`config.mk`:
```
export PLATFORM = sky130hd
export DESIGN_NAME = cam_pattern_source_flat
export DESIGN_NICKNAME = d
export VERILOG_FILES = /design/src/rtl/cam_src_pkg.sv /design/src/rtl/cam_pattern_source_if.sv /design/src/rtl/cam_src_timing.sv /design/src/rtl/cam_pattern_source.sv /design/src/flat_wrapper.sv
export SDC_FILE = /design/constraint.sdc
export NUM_CORES = 1
export LEC_CHECK = 0
export ABC_AREA = 1
export BUFFER_PORTS_ARGS = -buffer_cell sky130_fd_sc_hd__buf_2
export CORE_MARGIN = 3
export CORE_UTILIZATION = 35
export CTS_BUF_LIST = sky130_fd_sc_hd__clkbuf_8
export DETAILED_ROUTE_END_ITERATION = 12
export GPL_TIMING_DRIVEN = 0
export PLACE_DENSITY = 0.56
export SYNTH_ARGS = -nofsm -noshare
export SYNTH_HDL_FRONTEND = slang
export SYNTH_SLANG_ARGS = --single-unit
```
`constraint.sdc`:
```
create_clock -name p_clk -period 2.4 [get_ports p_clk]
set_input_delay 0 -clock p_clk [delete_from_list [all_inputs] [get_ports p_clk]]
set_output_delay 0 -clock p_clk [all_outputs]
set_load 0.01 [all_outputs]
```
`src/rtl/cam_src_pkg.sv`:
```
// Shared types and constants for the camera test-pattern source:
// FSM state encoding, luma/chroma constants and the colour-bar luma table.
package cam_src_pkg;

    typedef enum logic [2:0] {
        ST_IDLE   = 3'd0,
        ST_VSYNC  = 3'd1,
        ST_VBLANK = 3'd2,
        ST_ACTIVE = 3'd3,
        ST_HBLANK = 3'd4
    } cam_state_e;

    localparam logic [7:0] Y_WHITE   = 8'hEB;
    localparam logic [7:0] Y_BLACK   = 8'h10;
    localparam logic [7:0] C_NEUTRAL = 8'h80;

    // Left-to-right bar luma, white down to black.
    localparam logic [7:0] BAR_LUMA [8] = '{
        8'hEB, 8'hD2, 8'hAA, 8'h91, 8'h6A, 8'h51, 8'h29, 8'h10
    };

    function automatic logic [7:0] bar_luma(input logic [2:0] idx);
        return BAR_LUMA[idx];
    endfunction

endpackage

```
`src/rtl/cam_pattern_source_if.sv`:
```
// Pixel-byte output bus of the camera pattern source, plus FSM state for observation.
interface cam_pattern_source_if;
    import cam_src_pkg::*;

    // No backpressure: o_data carries a valid byte on every p_clk where o_h_sync
    // is high; the sink must accept every byte, and o_data is 0 whenever o_h_sync is low.
    logic       o_h_sync;
    logic       o_v_sync;
    logic       o_frame_done;
    logic [7:0] o_data;
    cam_state_e dbg_state;

    modport master (
        output o_h_sync,
        output o_v_sync,
        output o_frame_done,
        output o_data,
        output dbg_state
    );

    modport slave (
        input o_h_sync,
        input o_v_sync,
        input o_frame_done,
        input o_data,
        input dbg_state
    );

endinterface

```
`src/rtl/cam_src_timing.sv`:
```
// Frame timing for the pattern source: FSM, cycle/line/x/y/frame counters and
// registered sync outputs; exposes next-cycle pixel coordinates for the data path.
module cam_src_timing
    import cam_src_pkg::*;
#(
    parameter int FrameWidth        = 640,
    parameter int FrameHeight       = 480,
    parameter int ActiveFrameWidth  = 512,
    parameter int ActiveFrameHeight = 384,
    parameter int VSyncLines        = 3,
    parameter int XW                = $clog2(ActiveFrameWidth),
    parameter int YW                = $clog2(ActiveFrameHeight)
) (
    input  logic          p_clk,
    input  logic          RST,
    input  logic          i_enable,
    output cam_state_e    o_state,
    output logic          o_h_sync,
    output logic          o_v_sync,
    output logic          o_frame_done,
    output logic          o_frame_start,
    output logic          o_pix_active,
    output logic          o_pix_byte,
    output logic [XW-1:0] o_pix_x,
    output logic [YW-1:0] o_pix_y,
    output logic [15:0]   o_frame_cnt
);

    localparam int LINE_CYC  = 2 * FrameWidth;
    localparam int ACT_CYC   = 2 * ActiveFrameWidth;
    localparam int VBL_LINES = FrameHeight - ActiveFrameHeight - VSyncLines;
    localparam int CW        = $clog2(LINE_CYC);
    localparam int LW        = $clog2(FrameHeight);

    localparam logic [CW-1:0] CYC_LINE_LAST = CW'(LINE_CYC - 1);
    localparam logic [CW-1:0] CYC_ACT_LAST  = CW'(ACT_CYC - 1);
    localparam logic [LW-1:0] VS_LAST       = LW'(VSyncLines - 1);
    localparam logic [LW-1:0] VB_LAST       = LW'(VBL_LINES - 1);
    localparam logic [YW-1:0] Y_LAST        = YW'(ActiveFrameHeight - 1);

    cam_state_e    state, state_nxt;
    logic [CW-1:0] cyc, cyc_nxt;
    logic [LW-1:0] line_cnt, line_nxt;
    logic [XW-1:0] x, x_nxt;
    logic [YW-1:0] y, y_nxt;
    logic [15:0]   frame_cnt, frame_cnt_nxt;
    logic          h_nxt, v_nxt, done_nxt, start_nxt;
    logic          line_end;

    assign line_end = (cyc == CYC_LINE_LAST);

    // State register; sync outputs are registered from next-cycle values so they
    // line up with the state they describe.
    always_ff @(posedge p_clk) begin
        if (!RST) begin
            state        <= ST_IDLE;
            cyc          <= '0;
            line_cnt     <= '0;
            x            <= '0;
            y            <= '0;
            frame_cnt    <= '0;
            o_h_sync     <= 1'b0;
            o_v_sync     <= 1'b0;
            o_frame_done <= 1'b0;
        end else begin
            state        <= state_nxt;
            cyc          <= cyc_nxt;
            line_cnt     <= line_nxt;
            x            <= x_nxt;
            y            <= y_nxt;
            frame_cnt    <= frame_cnt_nxt;
            o_h_sync     <= h_nxt;
            o_v_sync     <= v_nxt;
            o_frame_done <= done_nxt;
        end
    end

    always_comb begin : next_state
        state_nxt     = state;
        cyc_nxt       = cyc;
        line_nxt      = line_cnt;
        x_nxt         = x;
        y_nxt         = y;
        frame_cnt_nxt = frame_cnt;
        case (state)
            ST_IDLE: begin
                if (i_enable) begin
                    state_nxt = ST_VSYNC;
                    cyc_nxt   = '0;
                    line_nxt  = '0;
                end
            end
            ST_VSYNC, ST_VBLANK: begin
                cyc_nxt = line_end ? '0 : cyc + CW'(1);
                if (line_end) begin
                    line_nxt = line_cnt + LW'(1);
                    if (state == ST_VSYNC && line_cnt == VS_LAST) begin
                        state_nxt = ST_VBLANK;
                        line_nxt  = '0;
                    end else if (state == ST_VBLANK && line_cnt == VB_LAST) begin
                        state_nxt = ST_ACTIVE;
                        line_nxt  = '0;
                        x_nxt     = '0;
                        y_nxt     = '0;
                    end
                end
            end
            ST_ACTIVE: begin
                cyc_nxt = cyc + CW'(1);
                if (cyc == CYC_ACT_LAST) begin
                    state_nxt = ST_HBLANK;
                    x_nxt     = '0;
                end else if (cyc[0]) begin
                    x_nxt = x + XW'(1);
                end
            end
            ST_HBLANK: begin
                cyc_nxt = line_end ? '0 : cyc + CW'(1);
                if (line_end) begin
                    if (y == Y_LAST) begin
                        // End of frame: an enable dropped mid-frame takes effect only here.
                        y_nxt         = '0;
                        frame_cnt_nxt = frame_cnt + 16'd1;
                        state_nxt     = i_enable ? ST_VSYNC : ST_IDLE;
                    end else begin
                        y_nxt     = y + YW'(1);
                        state_nxt = ST_ACTIVE;
                    end
                end
            end
            default: begin
                state_nxt = ST_IDLE;
            end
        endcase
    end

    always_comb begin : outputs
        v_nxt     = (state_nxt == ST_VSYNC);
        h_nxt     = (state_nxt == ST_ACTIVE);
        done_nxt  = (state_nxt == ST_HBLANK) && (cyc_nxt == CYC_LINE_LAST) && (y_nxt == Y_LAST);
        start_nxt = (state_nxt == ST_VSYNC) && (state != ST_VSYNC);
    end

    assign o_state       = state;
    assign o_frame_start = start_nxt;
    assign o_pix_active  = h_nxt;
    assign o_pix_byte    = cyc_nxt[0];
    assign o_pix_x       = x_nxt;
    assign o_pix_y       = y_nxt;
    assign o_frame_cnt   = frame_cnt;

endmodule

```
`src/rtl/cam_pattern_source.sv`:
```
// Camera test-pattern source emitting YUV 4:2:2 bytes (bars, ramp, checker, flat).
// Define CAM_SRC_STAMP_EN to overwrite pixel x=0 of each line with {y, frame_cnt}.
module cam_pattern_source
    import cam_src_pkg::*;
#(
    parameter int FrameWidth        = 640,
    parameter int FrameHeight       = 480,
    parameter int ActiveFrameWidth  = 512,
    parameter int ActiveFrameHeight = 384,
    parameter int VSyncLines        = 3
) (
    input  logic                    p_clk,
    input  logic                    RST,
    input  logic                    i_enable,
    input  logic [1:0]              i_pattern_sel,
    cam_pattern_source_if.master    vid
);

    localparam int XW    = $clog2(ActiveFrameWidth);
    localparam int YW    = $clog2(ActiveFrameHeight);
    localparam int BAR_W = ActiveFrameWidth / 8;

    cam_state_e    state;
    logic          h_sync, v_sync, frame_done, frame_start;
    logic          pix_active, pix_byte;
    logic [XW-1:0] pix_x;
    logic [YW-1:0] pix_y;
    logic [15:0]   frame_cnt;
    logic [15:0]   x16, y16;
    logic [1:0]    pat;
    logic [7:0]    luma, byte_nxt, data_q;
    logic          unused_bits;

    cam_src_timing #(
        .FrameWidth        (FrameWidth),
        .FrameHeight       (FrameHeight),
        .ActiveFrameWidth  (ActiveFrameWidth),
        .ActiveFrameHeight (ActiveFrameHeight),
        .VSyncLines        (VSyncLines)
    ) u_timing (
        .p_clk         (p_clk),
        .RST           (RST),
        .i_enable      (i_enable),
        .o_state       (state),
        .o_h_sync      (h_sync),
        .o_v_sync      (v_sync),
        .o_frame_done  (frame_done),
        .o_frame_start (frame_start),
        .o_pix_active  (pix_active),
        .o_pix_byte    (pix_byte),
        .o_pix_x       (pix_x),
        .o_pix_y       (pix_y),
        .o_frame_cnt   (frame_cnt)
    );

    assign x16         = 16'(pix_x);
    assign y16         = 16'(pix_y);
    assign unused_bits = ^{frame_cnt[15:8], y16};

    always_comb begin
        case (pat)
            2'd0:    luma = bar_luma(3'(x16 / 16'(BAR_W)));
            2'd1:    luma = x16[7:0];
            2'd2:    luma = (x16[5] ^ y16[5]) ? Y_WHITE : Y_BLACK;
            default: luma = frame_cnt[7:0];
        endcase
        // Byte 1 is U for even x and V for odd x; both are neutral in every pattern.
        byte_nxt = pix_byte ? C_NEUTRAL : luma;
`ifdef CAM_SRC_STAMP_EN
        if (x16 == 16'd0) begin
            byte_nxt = pix_byte ? frame_cnt[7:0] : y16[7:0];
        end
`endif
        if (!pix_active) begin
            byte_nxt = 8'h00;
        end
    end

    // Pattern is latched only as a frame enters VSYNC so a frame never mixes patterns.
    always_ff @(posedge p_clk) begin
        if (!RST) begin
            pat    <= 2'd0;
            data_q <= 8'h00;
        end else begin
            if (frame_start) begin
                pat <= i_pattern_sel;
            end
            data_q <= byte_nxt;
        end
    end

    assign vid.o_h_sync     = h_sync;
    assign vid.o_v_sync     = v_sync;
    assign vid.o_frame_done = frame_done;
    assign vid.o_data       = data_q;
    assign vid.dbg_state    = state;

endmodule

```
`src/flat_wrapper.sv`:
```
// flat-port wrapper written by rule: the top's interface ports become plain ports
module cam_pattern_source_flat import cam_src_pkg::*;
#(
    parameter int FrameWidth        = 640,
    parameter int FrameHeight       = 480,
    parameter int ActiveFrameWidth  = 512,
    parameter int ActiveFrameHeight = 384,
    parameter int VSyncLines        = 3
)
  (p_clk, RST, i_enable, i_pattern_sel, vid_o_h_sync, vid_o_v_sync, vid_o_frame_done, vid_o_data, vid_dbg_state);
  cam_pattern_source_if vid_i ();
  input  logic p_clk;
  input  logic RST;
  input  logic i_enable;
  input  logic [1:0] i_pattern_sel;
  output wire logic [$bits(vid_i.o_h_sync)-1:0] vid_o_h_sync;
  output wire logic [$bits(vid_i.o_v_sync)-1:0] vid_o_v_sync;
  output wire logic [$bits(vid_i.o_frame_done)-1:0] vid_o_frame_done;
  output wire logic [$bits(vid_i.o_data)-1:0] vid_o_data;
  output wire logic [$bits(vid_i.dbg_state)-1:0] vid_dbg_state;
  assign vid_o_h_sync = vid_i.o_h_sync;
  assign vid_o_v_sync = vid_i.o_v_sync;
  assign vid_o_frame_done = vid_i.o_frame_done;
  assign vid_o_data = vid_i.o_data;
  assign vid_dbg_state = vid_i.dbg_state;
  cam_pattern_source #(.FrameWidth(FrameWidth), .FrameHeight(FrameHeight), .ActiveFrameWidth(ActiveFrameWidth), .ActiveFrameHeight(ActiveFrameHeight), .VSyncLines(VSyncLines)) u_core (.p_clk(p_clk), .RST(RST), .i_enable(i_enable), .i_pattern_sel(i_pattern_sel), .vid(vid_i));
endmodule
```
# --- After elaboration in Yosys (flattened, before gate mapping) ---
# Memories as Yosys holds them, arrays and structs flattened.
# Cells that the tools add are included.
totals:
  mem_count: 1
  wordCells: 90
  input_bits: 5
  mem_bits_ro: 64
  register_bits: 70
classes:
  add_sub_neg: 5
  n_bitwise: 4
  magnitude_cmp: 1
  n_reduce_logical: 14
  mux: 34
  n_eq_ne: 19
memory_table:
  columns: ["name", "words", "width", "rd", "rd_ports_with_merged_regs", "write_ports", "line_no", "rtl"]
  rows:
  - ["(name not given)", 8, 8, 1, 0, 0, "cam_src_pkg.sv:23", "return BAR_LUMA[idx];"]
ops:
  columns: ["operator", "count"]
  rows:
  - ["2-to-1 mux 9 bit", 14]
  - ["one-hot mux 9 bit (2 select lines)", 3]
  - ["one-hot mux 11 bit (3 select lines)", 1]
  - ["2-to-1 mux 8 bit", 4]
  - ["adder 9 x 1 -> 9 bit (second input constant)", 3]
  - ["one-hot mux 8 bit (3 select lines)", 1]
  - ["== test 11 bit (second input constant)", 2]
  - ["2-to-1 mux 11 bit", 2]
  - ["== test 9 bit (second input constant)", 2]
  - ["2-to-1 mux 3 bit", 6]
  - ["adder 16 x 1 -> 16 bit (second input constant)", 1]
  - ["one-hot mux 3 bit (4 select lines)", 1]
  - ["adder 11 x 1 -> 11 bit (second input constant)", 1]
  - ["== test 11 x 10 -> 1 bit (second input constant)", 1]
  - ["== test 3 x 2 -> 1 bit (second input constant)", 3]
  - ["== test 9 x 2 -> 1 bit (second input constant)", 1]
  - ["== test 9 x 7 -> 1 bit (second input constant)", 1]
  - ["== test 3 x 1 -> 1 bit (second input constant)", 2]
  - ["== test 3 bit (second input constant)", 2]
  - ["AND reduction 3 bit", 2]
  - ["OR reduction 3 bit", 2]
  - ["logical AND 1 bit", 5]
  - ["greater-or-equal comparator 4 bit (second input constant)", 1]
  - ["inequality test 2 bit (second input constant)", 2]
  - ["13 further kinds", 14]

# --- Logic depth before layout (Yosys ltp) ---
# Gate-level depths: netlist of the first run.
logic_depth:
  word_depth: 12
  depth_mapped: 19
  ltp_nobuf: 19

# --- Hierarchy ---
# A second synthesis of the first run with hierarchy kept.
unflattened:
  cells_unflattened: 661
  area_unflattened_um2: 4211.5
modules_own_cells:
  columns: ["module", "cells_each", "instances", "area_per_inst_um2"]
  rows:
  - ["cam_src_timing", 571, 1, 3636.0]
  - ["cam_pattern_source", 90, 1, 575.6]

# --- Least setup slack after synthesis of the first run ---
# No wires, ideal clock.
synth_timing:
  path_type: "reg2reg"
  from: "reg u_core.u_timing.cyc[1]"
  to: "reg u_core.data_q[0] (netlist: u_core.vid.o_data[0])"
  n_path_buf: 1
  setup_time_ps: 109
  arrival_ps: 2098
  stages_incl_launch_ff: 17
  path_slack_ps: 193
  path_cell_list: "dfxtp_1 ha_1 nand3_2 inv_2 nand2_1 inv_1 nand2_1 nand2_2 inv_1 buf_4 a22oi_2 ha_1 nand3b_1 nand3_1 nand3_1 nand2_1 inv_1"
synth_via:
  elab_chain_len: 8
synth_lines:
  columns: ["item", "line_no", "rtl"]
  rows:
  - ["start: declaration", "cam_src_timing.sv:42", "logic [CW-1:0] cyc, cyc_nxt;"]
  - ["start signal: assignment", "cam_src_timing.sv:67", "cyc <= cyc_nxt;"]
  - ["== test 11 x 10 -> 1 bit / == test 11 bit (equally long branches)", "cam_src_timing.sv:110, cam_src_timing.sv:50", null]
  - ["2-to-1 mux 9 bit, on equally long branches", "cam_src_timing.sv:110, cam_src_timing.sv:95", null]
  - ["one-hot mux 9 bit (2 select lines)", "cam_src_timing.sv:85", "case (state)"]
  - ["NOT 3 -> 4 bit (not written as such)", "cam_src_pkg.sv:23", null]
  - ["memory read (8 x 8 bit)", null, null]
  - ["2-to-1 mux 8 bit (not written as such) (2 in series)", "cam_src_pkg.sv:23", null]
  - ["one-hot mux 8 bit (3 select lines)", "cam_pattern_source.sv:61", "case (pat)"]
  - ["end signal: assignment", "cam_pattern_source.sv:88", "data_q <= byte_nxt;"]
  - ["end: declaration", "cam_pattern_source.sv:31", "logic [7:0] luma, byte_nxt, data_q;"]
# Several ways; a longest one is shown, not always the timed one. The select of a mux whose other input is x is not followed.
# A chain may end at the register's enable or synchronous reset.

# --- Final worst setup path of the first run ---
layout_timing:
  from: "reg u_core.u_timing.cyc[0]"
  to: "reg u_core.u_timing.o_frame_done"
layout_via:
  elab_chain_len: 6
layout_lines:
  columns: ["item", "line_no", "rtl"]
  rows:
  - ["adder 11 x 1 -> 11 bit (tied with other cells)", "cam_src_timing.sv:94, cam_src_timing.sv:109, cam_src_timing.sv:118", null]
  - ["2-to-1 mux 11 bit (tied with other cells)", "cam_src_timing.sv:94, cam_src_timing.sv:118", null]
  - ["one-hot mux 11 bit (3 select lines) / one-hot mux 3 bit (4 select lines) (equally long branches)", "cam_src_timing.sv:85", null]
  - ["== test 11 bit / == test 3 bit (equally long branches)", "cam_src_timing.sv:140", "done_nxt = (state_nxt == ST_HBLANK) && (cyc_nxt == CYC_LINE_LAST) && (y_nxt == Y_LAST);"]
  - ["logical AND 1 bit", "cam_src_timing.sv:140", null]
  - ["logical AND 1 bit (*)", "cam_src_timing.sv:140", null]
  - ["end signal: assignment", "cam_src_timing.sv:74", "o_frame_done <= done_nxt;"]
  - ["end: declaration", "cam_src_timing.sv:20", "output logic o_frame_done,"]
# Mark *: on every way between the ends. The rest lies on a longest branch, timed or not.

==> results of run 1 <==
[power by group through the flow]
stage               Combinational, mW  Clock, mW  Sequential (mW)
floorplan                       0.136          0             1.07
global placement                0.191          0             1.08
detailed placement              0.192          0             1.08
CTS                             0.197       1.26             1.05
global route                    0.228       1.30             1.06
finish                          0.204       1.24             1.06
[cells by family (layout without fill, tap and decap cells)]
family          Yosys count  in the layout
simple gates            355            355
buf+inv                 102            147
compound gates           76             76
flops                    62             62
fa+ha+maj                10             10
xor+xnor                  5              5
[Yosys cell counts, drive strengths merged (4+ instances only)]
library cell  instances  area, um^2
ha                   10         125
xor2                  4        35.0
nand3                60         343
nand2               175         699
dfxtp                62        1240
o21bai                4        30.0
nand4                 8        50.1
nand3b                4        30.0
inv                  94         355
nor3                 14        86.3
o21ai                34         181
clkbuf                4        15.0
nor2                 89         377
a21oi                32         160
nor3b                 4        35.0
[worst max-delay path: stages (launching register included)]
cell and delay [ns]:
dfxtp_2 0.36, ha_4 0.16, nand3_4 0.11, inv_4 0.09, nand2_1 0.07, inv_1 0.07, nand2_1 0.10, nand2_4 0.12
buf_4 0.11, buf_4 0.09, nand3_1 0.11, nor2_4 0.26, nand3b_1 0.11, nor2_1 0.23, nand3_1 0.15, nor2_1 0.10
[state kept, by name (all words and copies together), names as in the netlist]
signal and count:
u_core.u_timing.x 9, u_core.u_timing.o_state 3, u_core.u_timing.o_h_sync 1, u_core.pat 2, u_core.u_timing.y 9, u_core.u_timing.line_cnt 9, u_core.u_timing.cyc 11, u_core.u_timing.o_frame_cnt 8
u_core.u_timing.o_frame_done 1, u_core.u_timing.o_v_sync 1, u_core.vid.o_data 8
[layout make-up]
type	instances	area, um^2	share of cell area, %
clock buffers	9	124	2.71
well taps	136	170	3.73
multi-input cells	446	2290	50.1
inverters	95	364	7.97
repair buffers	30	188	4.11
flip-flops and latches	62	1250	27.4
plain buffers	7	48.8	1.07
clock inverters	6	134	2.93
[repair_timing]
| item | in CTS | in global routing |
|---|---|---|
| hold endpoints to repair | 4 | 0 |
| buffers inserted | 2 | 7 |
| hold buffers | 3 | 0 |
| endpoints found under the setup margin | 4 | 5 |
| pin swaps | 1 | 6 |
| resized for setup | 7 | 23 |
[metrics by stage]
| step | utilization, % | power [mW] |
|---|---|---|
| 3_3_place_gp | 39.1 | 1.27 |
| 4_1_cts | 42.2 | 2.52 |
| 2_1_floorplan | - | 1.21 |
| 5_1_grt | 43.3 | 2.59 |
| 3_5_place_dp | 39.1 | 1.27 |
| 6_report | 43.3 | 2.50 |
[worst min-delay path by stage]
stage | startpoint | end | slack (ns) | cells after the start
3_3_place_gp | i_pattern_sel[1] | u_core.pat[1]$_SDFFE_PN0P_ | 0.28 | 3
4_1_cts | i_enable | u_core.u_timing.line_cnt[2]$_SDFFE_PN0P_ | 0.18 | 5
2_1_floorplan | RST | u_core.u_timing.y[8]$_SDFF_PN0_ | 0.13 | 2
6_report | i_enable | u_core.u_timing.o_state[0]$_SDFF_PN0_ | 0.20 | 5
5_1_grt | i_enable | u_core.u_timing.line_cnt[0]$_SDFFE_PN0P_ | 0.23 | 5
3_5_place_dp | i_pattern_sel[0] | u_core.pat[0]$_SDFFE_PN0P_ | 0.28 | 3
[routing by layer]
| layer | routed length, um | track usage [%] | up-vias | part of all wire (%) |
|---|---|---|---|---|
| li1 | - | - | 2032 | - |
| met1 | 5160 | 23.8 | 1799 | 50 |
| met2 | 4560 | 26.0 | 61 | 44 |
| met3 | 469 | 3.60 | 19 | 4.5 |
| met4 | 191 | 6.49 | 0 | 1.8 |
| met5 | 0 | 0 | - | 0 |
==> out/qor.yml, run 1 <==
synth:
  synth_seq_cells: 62
  synth_edf_count: 0
  synth-adder-area-share_pct: 3.23
  synth_top_family_by_area: "simple AND/OR/NAND/NOR gates"
  ys_warn_count: 0
  avgSynthCellArea_um2: 6.35
  synth_area_mm2: 0.00387
  synthXorXnorAreaFrac_pct: 1.13
  synth_cell_types: 39
  synth-seq-area-share_pct: 32.1
  synth_async_sr_flop_share_pct: 0
  synthSimpleGateAreaFrac_pct: 42.4
  synth-compound-area-share_pct: 10.9
  synth_mux_area_share_pct: 0
  synthFlopType: "dfxtp_1"
  syn_nets: 625
  synth_cells: 610
drt:
  num_vias: 3911
  post_drt_wl_per_cell_um: 13.1
  vias_per_cell: 4.94
  drtAntennaViolNets: 0
  drtIter0Drc: 261
  first_pass_iters: 6
  wirelength_um: 10400
  remaining_drc_errors: 0
floorplanning:
  rows: 37
  start_util_pct: 36.7
  coreArea_mm2: 0.0106
  die_width_um: 111
  die_area_mm2: 0.0124
  die_h_um: 111
  ioPinCount: 19
cts:
  root_buffer: "clkbuf_8"
  numCtsBuffers: 9
  htreeDepth: 3
  cts.sinks: 62
  tritoncts: "yes"
  clkSlewWorstSetupHoldPaths_ns: 0.08
  clock_latency_ns: 0.36
  cts_max_path_buffers: 2
timing:
  fin_tns_setup_ns: 0
  rsz0062_at_grt: "yes"
  fin_skew_ns: 0.0110
  max_freq_ghz: 0.429
  final_hold_viol_count: 0
  layout_min_cycle_time_ns: 2.33
  relSlewSlack_pct: 53.7
  whs_ns: 0.198
  tightest_slew_ns: 0.695
  drv_slew: 0
  fin_ws_ns: 0.0706
  min_period_over_period_pct: 97.1
  setup_viol: 0
critical_path:
  crit_start: "u_core.u_timing.cyc[0]$_SDFF_PN0_"
  r2r_cells: 15
  required_ns: 2.70
  r2r-start: "u_core.u_timing.cyc[0]$_SDFF_PN0_"
  reg2reg_to: "u_core.u_timing.o_frame_done$_SDFF_PN0_"
  worst-r2r-setup-slack_ns: 0.07
  startpoint_type: "flop"
  crit_end: "u_core.u_timing.o_frame_done$_SDFF_PN0_"
  setup.worst_path.class: "flop to flop"
  worstSetupEndpointType: "flop"
  worstPathArrival_ns: 2.63
  critPathMaxFanout: 6
pwr:
  p_sw_uw: 606
  pwr-share-comb_pct: 8.2
  ir_drop_mv: 0.297
  netSwitchingFraction_pct: 24.3
  power_frac_seq_pct: 42.3
  cellPowerDensity_mw_per_mm2: 547
  p_leak_nw: 1.96
  p_int_mw: 1.89
  clkPwrFrac_pct: 49.6
placed_design:
  place_area_mm2: 0.00413
  port_buffers: 18
  dp.final_hpwl_um: 7780
  dpl.cell_count: 764
  dp_slack_ns: -0.175
  place.gp.congestion: 0.893
min_path:
  hold_class: "input pin to flop"
layout:
  syn_to_final_growth_pct: 17.9
  n_fill_cell: 1127
  final_common_cell: "nand2_1"
  finalNetCount: 666
  final_area_mm2: 0.00457
  diodes: 0
  layout_common_cells: "nand2_1, inv_1, nor2_1"
  instances_no_fill: 791
  drive_gt1_share_pct: 16.2
job:
  cap_violations: 0
global_routing:
  grt_util_all_layers_pct: 17.1
  grt_max_degree: 12
  grt_pass1_vias: 3587
  grt_pass1_wl_um: 17300
  antenna_found_initial: 0
  grt.overflow.total: 0
outcome:
  status: "finished, final reports clean"
(Power assumes the default switching activity.)
==> run 2: changes to the inputs <==
==> constraint.sdc (replaced) <==
create_clock -name p_clk -period 2.91 [get_ports p_clk]
set_input_delay 0 -clock p_clk [delete_from_list [all_inputs] [get_ports p_clk]]
set_output_delay 0 -clock p_clk [all_outputs]
set_load 0.01 [all_outputs]
==> run 2 against run 1 <==
- clock-buffer cell count unchanged
- hold slack worse by 0.0020 ns
- die area stayed put
- cell area decreased by 3.2%
- fmax shrank 8.0%
- final cell count shrank 1.1%
- sequential share of layout area rose by 0.74 points
- total power shrank 18%
- via count shrank 2.0%
- utilization fell by 1.4 points
- critical path depth up 1
- sequential power fell by 18%
==> out/qor.yml, run 2 (synthesized netlist as in run 1, its figures left out) <==
drt:
  post_drt_wl_per_cell_um: 13.0  # was 13.1 um
  num_vias: 3832  # was 3911
  drtAntennaViolNets: 0  # unchanged
  drtIter0Drc: 278  # was 261
  vias_per_cell: 4.90  # was 4.94
  wirelength_um: 10200  # was 10400 um
  first_pass_iters: 5  # was 6
  remaining_drc_errors: 0  # unchanged
layout:
  diodes: 0  # unchanged
  top_register: "u_core.u_timing.cyc"  # unchanged
  largest_register_ffs: 11  # unchanged
  final_area_mm2: 0.00442  # was 0.00457 mm^2
  finalNetCount: 657  # was 666
  syn_to_final_growth_pct: 14.2  # was 17.9%
  layout_common_cells: "nand2_1, inv_1, nor2_1"  # unchanged
  final_core_util_pct: 41.9  # was 43.3%
  drive_gt1_share_pct: 12.2  # was 16.2%
  final_common_cell: "nand2_1"  # unchanged
timing:
  tightest_slew_ns: 0.681  # was 0.695 ns
  fin_skew_ns: 0.0113  # was 0.0110 ns
  layout_min_cycle_time_ns: 2.53  # was 2.33 ns
  fin_ws_ns: 0.377  # was 0.0706 ns
  rsz0062_at_grt: "no"  # was yes
  fin_tns_setup_ns: 0  # unchanged
  drv_slew: 0  # unchanged
  setup_viol: 0  # unchanged
  min_period_over_period_pct: 87.0  # was 97.1%
  max_freq_ghz: 0.395  # was 0.429 GHz
  relSlewSlack_pct: 54.6  # was 53.7%
  final_hold_viol_count: 0  # unchanged
critical_path:
  critPathMaxFanout: 10  # was 6
  startpoint_type: "flop"  # unchanged
  required_ns: 3.18  # was 2.70 ns
  max_stage_delay_ns: 0.37  # was 0.36 ns
  worstSetupEndpointType: "flop"  # unchanged
  slowest_stage: "dfxtp_1"  # was dfxtp_2
  worstPathArrival_ns: 2.81  # was 2.63 ns
  setup.worst_path.class: "flop to flop"  # unchanged
  crit_chain: "ha_1 > nand3_2 > inv_2 > nand2_1 > inv_1 > nand2_1 > nand2_2 > inv_1 > buf_4 > a22oi_2 > ha_1 > nand3b_1 > nand3_1 > nand3_1 > nand2_1 > inv_1"  # was ha_4 > nand3_4 > inv_4 > nand2_1 > inv_1 > nand2_1 > nand2_4 > buf_4 > buf_4 > nand3_1 > nor2_4 > nand3b_1 > nor2_1 > nand3_1 > nor2_1
pwr:
  p_sw_uw: 498  # was 606 uW
  pwr-share-comb_pct: 7.9  # was 8.2%
  cellPowerDensity_mw_per_mm2: 465  # was 547 mW/mm^2
  power.total_mw: 2.05  # was 2.50 mW
  p_int_mw: 1.56  # was 1.89 mW
  ir_drop_mv: 0.244  # was 0.297 mV
  power_frac_seq_pct: 42.3  # about the same
  netSwitchingFraction_pct: 24.2  # was 24.3%
  clkPwrFrac_pct: 49.7  # was 49.6%
  p_leak_nw: 1.91  # was 1.96 nW
global_routing:
  grt_pass1_wl_um: 17200  # was 17300 um
  use_met2_pct: 25.6  # was 26.0%
  met1_usage_pct: 23.9  # was 23.8%
  grt_max_degree: 12  # unchanged
  grt.overflow.total: 0  # unchanged
  grt_pass1_vias: 3564  # was 3587
  use_met3_pct: 3.60  # unchanged
  antenna_found_initial: 0  # unchanged
  grt_most_used_layer: "met2"  # unchanged
  grt_util_all_layers_pct: 17.0  # was 17.1%
floorplanning:
  die_area_mm2: 0.0124  # unchanged
  die_h_um: 111  # unchanged
  ioPinCount: 19  # unchanged
  start_util_pct: 36.7  # unchanged
  die_width_um: 111  # unchanged
  rows: 37  # unchanged
  coreArea_mm2: 0.0106  # unchanged
cts:
  root_buffer: "clkbuf_8"  # unchanged
  cts.sinks: 62  # unchanged
  clkSlewWorstSetupHoldPaths_ns: 0.08  # about the same
  clock_latency_ns: 0.36  # about the same
  numCtsBuffers: 9  # unchanged
  cts_max_path_buffers: 2  # unchanged
  htreeDepth: 3  # unchanged
  tritoncts: "yes"  # unchanged
  post_cts_buffers: 0  # was 2
placed_design:
  dp.final_hpwl_um: 7780  # unchanged
  place_area_mm2: 0.00413  # unchanged
  dp_slack_ns: 0.335  # was -0.175 ns
  port_buffers: 18  # unchanged
  place.gp.congestion: 0.893  # unchanged
min_path:
  hold_class: "input pin to flop"  # unchanged
job:
  cap_violations: 0  # unchanged
outcome:
  status: "finished, final reports clean"  # unchanged
==> run 2: what timing repair did <==
| action | 4_1_cts | 5_1_grt |
|---|---|---|
| endpoints found under the hold margin | 4 | 0 |
| resized for setup | 0 | 0 |
| hold buffers | 3 | 0 |
==> run 2: final cells by class <==
type | count | area, um^2
sequential | 62 | 1240
clock buffer | 9 | 124
tap | 136 | 170
clock inverter | 6 | 134
timing repair buffer | 21 | 120
fill | 1131 | 6140
inverter | 95 | 359
multi-input combinational | 446 | 2230
buffer | 7 | 38.8
==> run 2: path summary, 6_finish.rpt <==
check	start	end	slack, ns	depth (start not counted)
setup reg to reg	u_core.u_timing.cyc[1]$_SDFF_PN0_	u_core.vid.o_data[0]$_SDFF_PP0_	0.38	16
hold reg to reg	u_core.u_timing.line_cnt[7]$_SDFFE_PN0P_	u_core.u_timing.line_cnt[7]$_SDFFE_PN0P_	0.48	2
setup / recovery	u_core.u_timing.cyc[1]$_SDFF_PN0_	u_core.vid.o_data[0]$_SDFF_PP0_	0.38	16
hold / removal	i_enable	u_core.u_timing.line_cnt[2]$_SDFFE_PN0P_	0.20	5
==> run 2: worst max-delay path, delay by kind of cell, from the launching register on <==
family / cells / cell delay, ns
and+or+nand+nor: 8 / 0.81
adders and majority gates: 2 / 0.51
AOI/OAI and AO/OA: 1 / 0.29
buffers and inverters: 5 / 0.46
DFF: 1 / 0.37
==> run 2: power groups by stage <==
stage | Clock (mW) | Sequential (mW) | Combinational [mW]
floorplan | 0 | 0.887 | 0.112
global placement | 0 | 0.889 | 0.157
detailed placement | 0 | 0.889 | 0.158
CTS | 1.04 | 0.869 | 0.162
global route | 1.07 | 0.871 | 0.183
finish | 1.02 | 0.870 | 0.163
==> run 2: per-layer routing <==
layer,wire length [um],share of wire [%],vias up
met5,0,0,-
met4,167,1.6,0
met3,456,4.5,15
met2,4410,43,68
met1,5140,51,1738
li1,-,-,2011
==> run 2: per-stage QoR <==
step	std cells	hold WS, ns
after global placement	764	0.280
final	782	0.196
after floorplan	610	0.135
after global routing	782	0.226
after CTS	782	0.177
after detailed placement	764	0.278
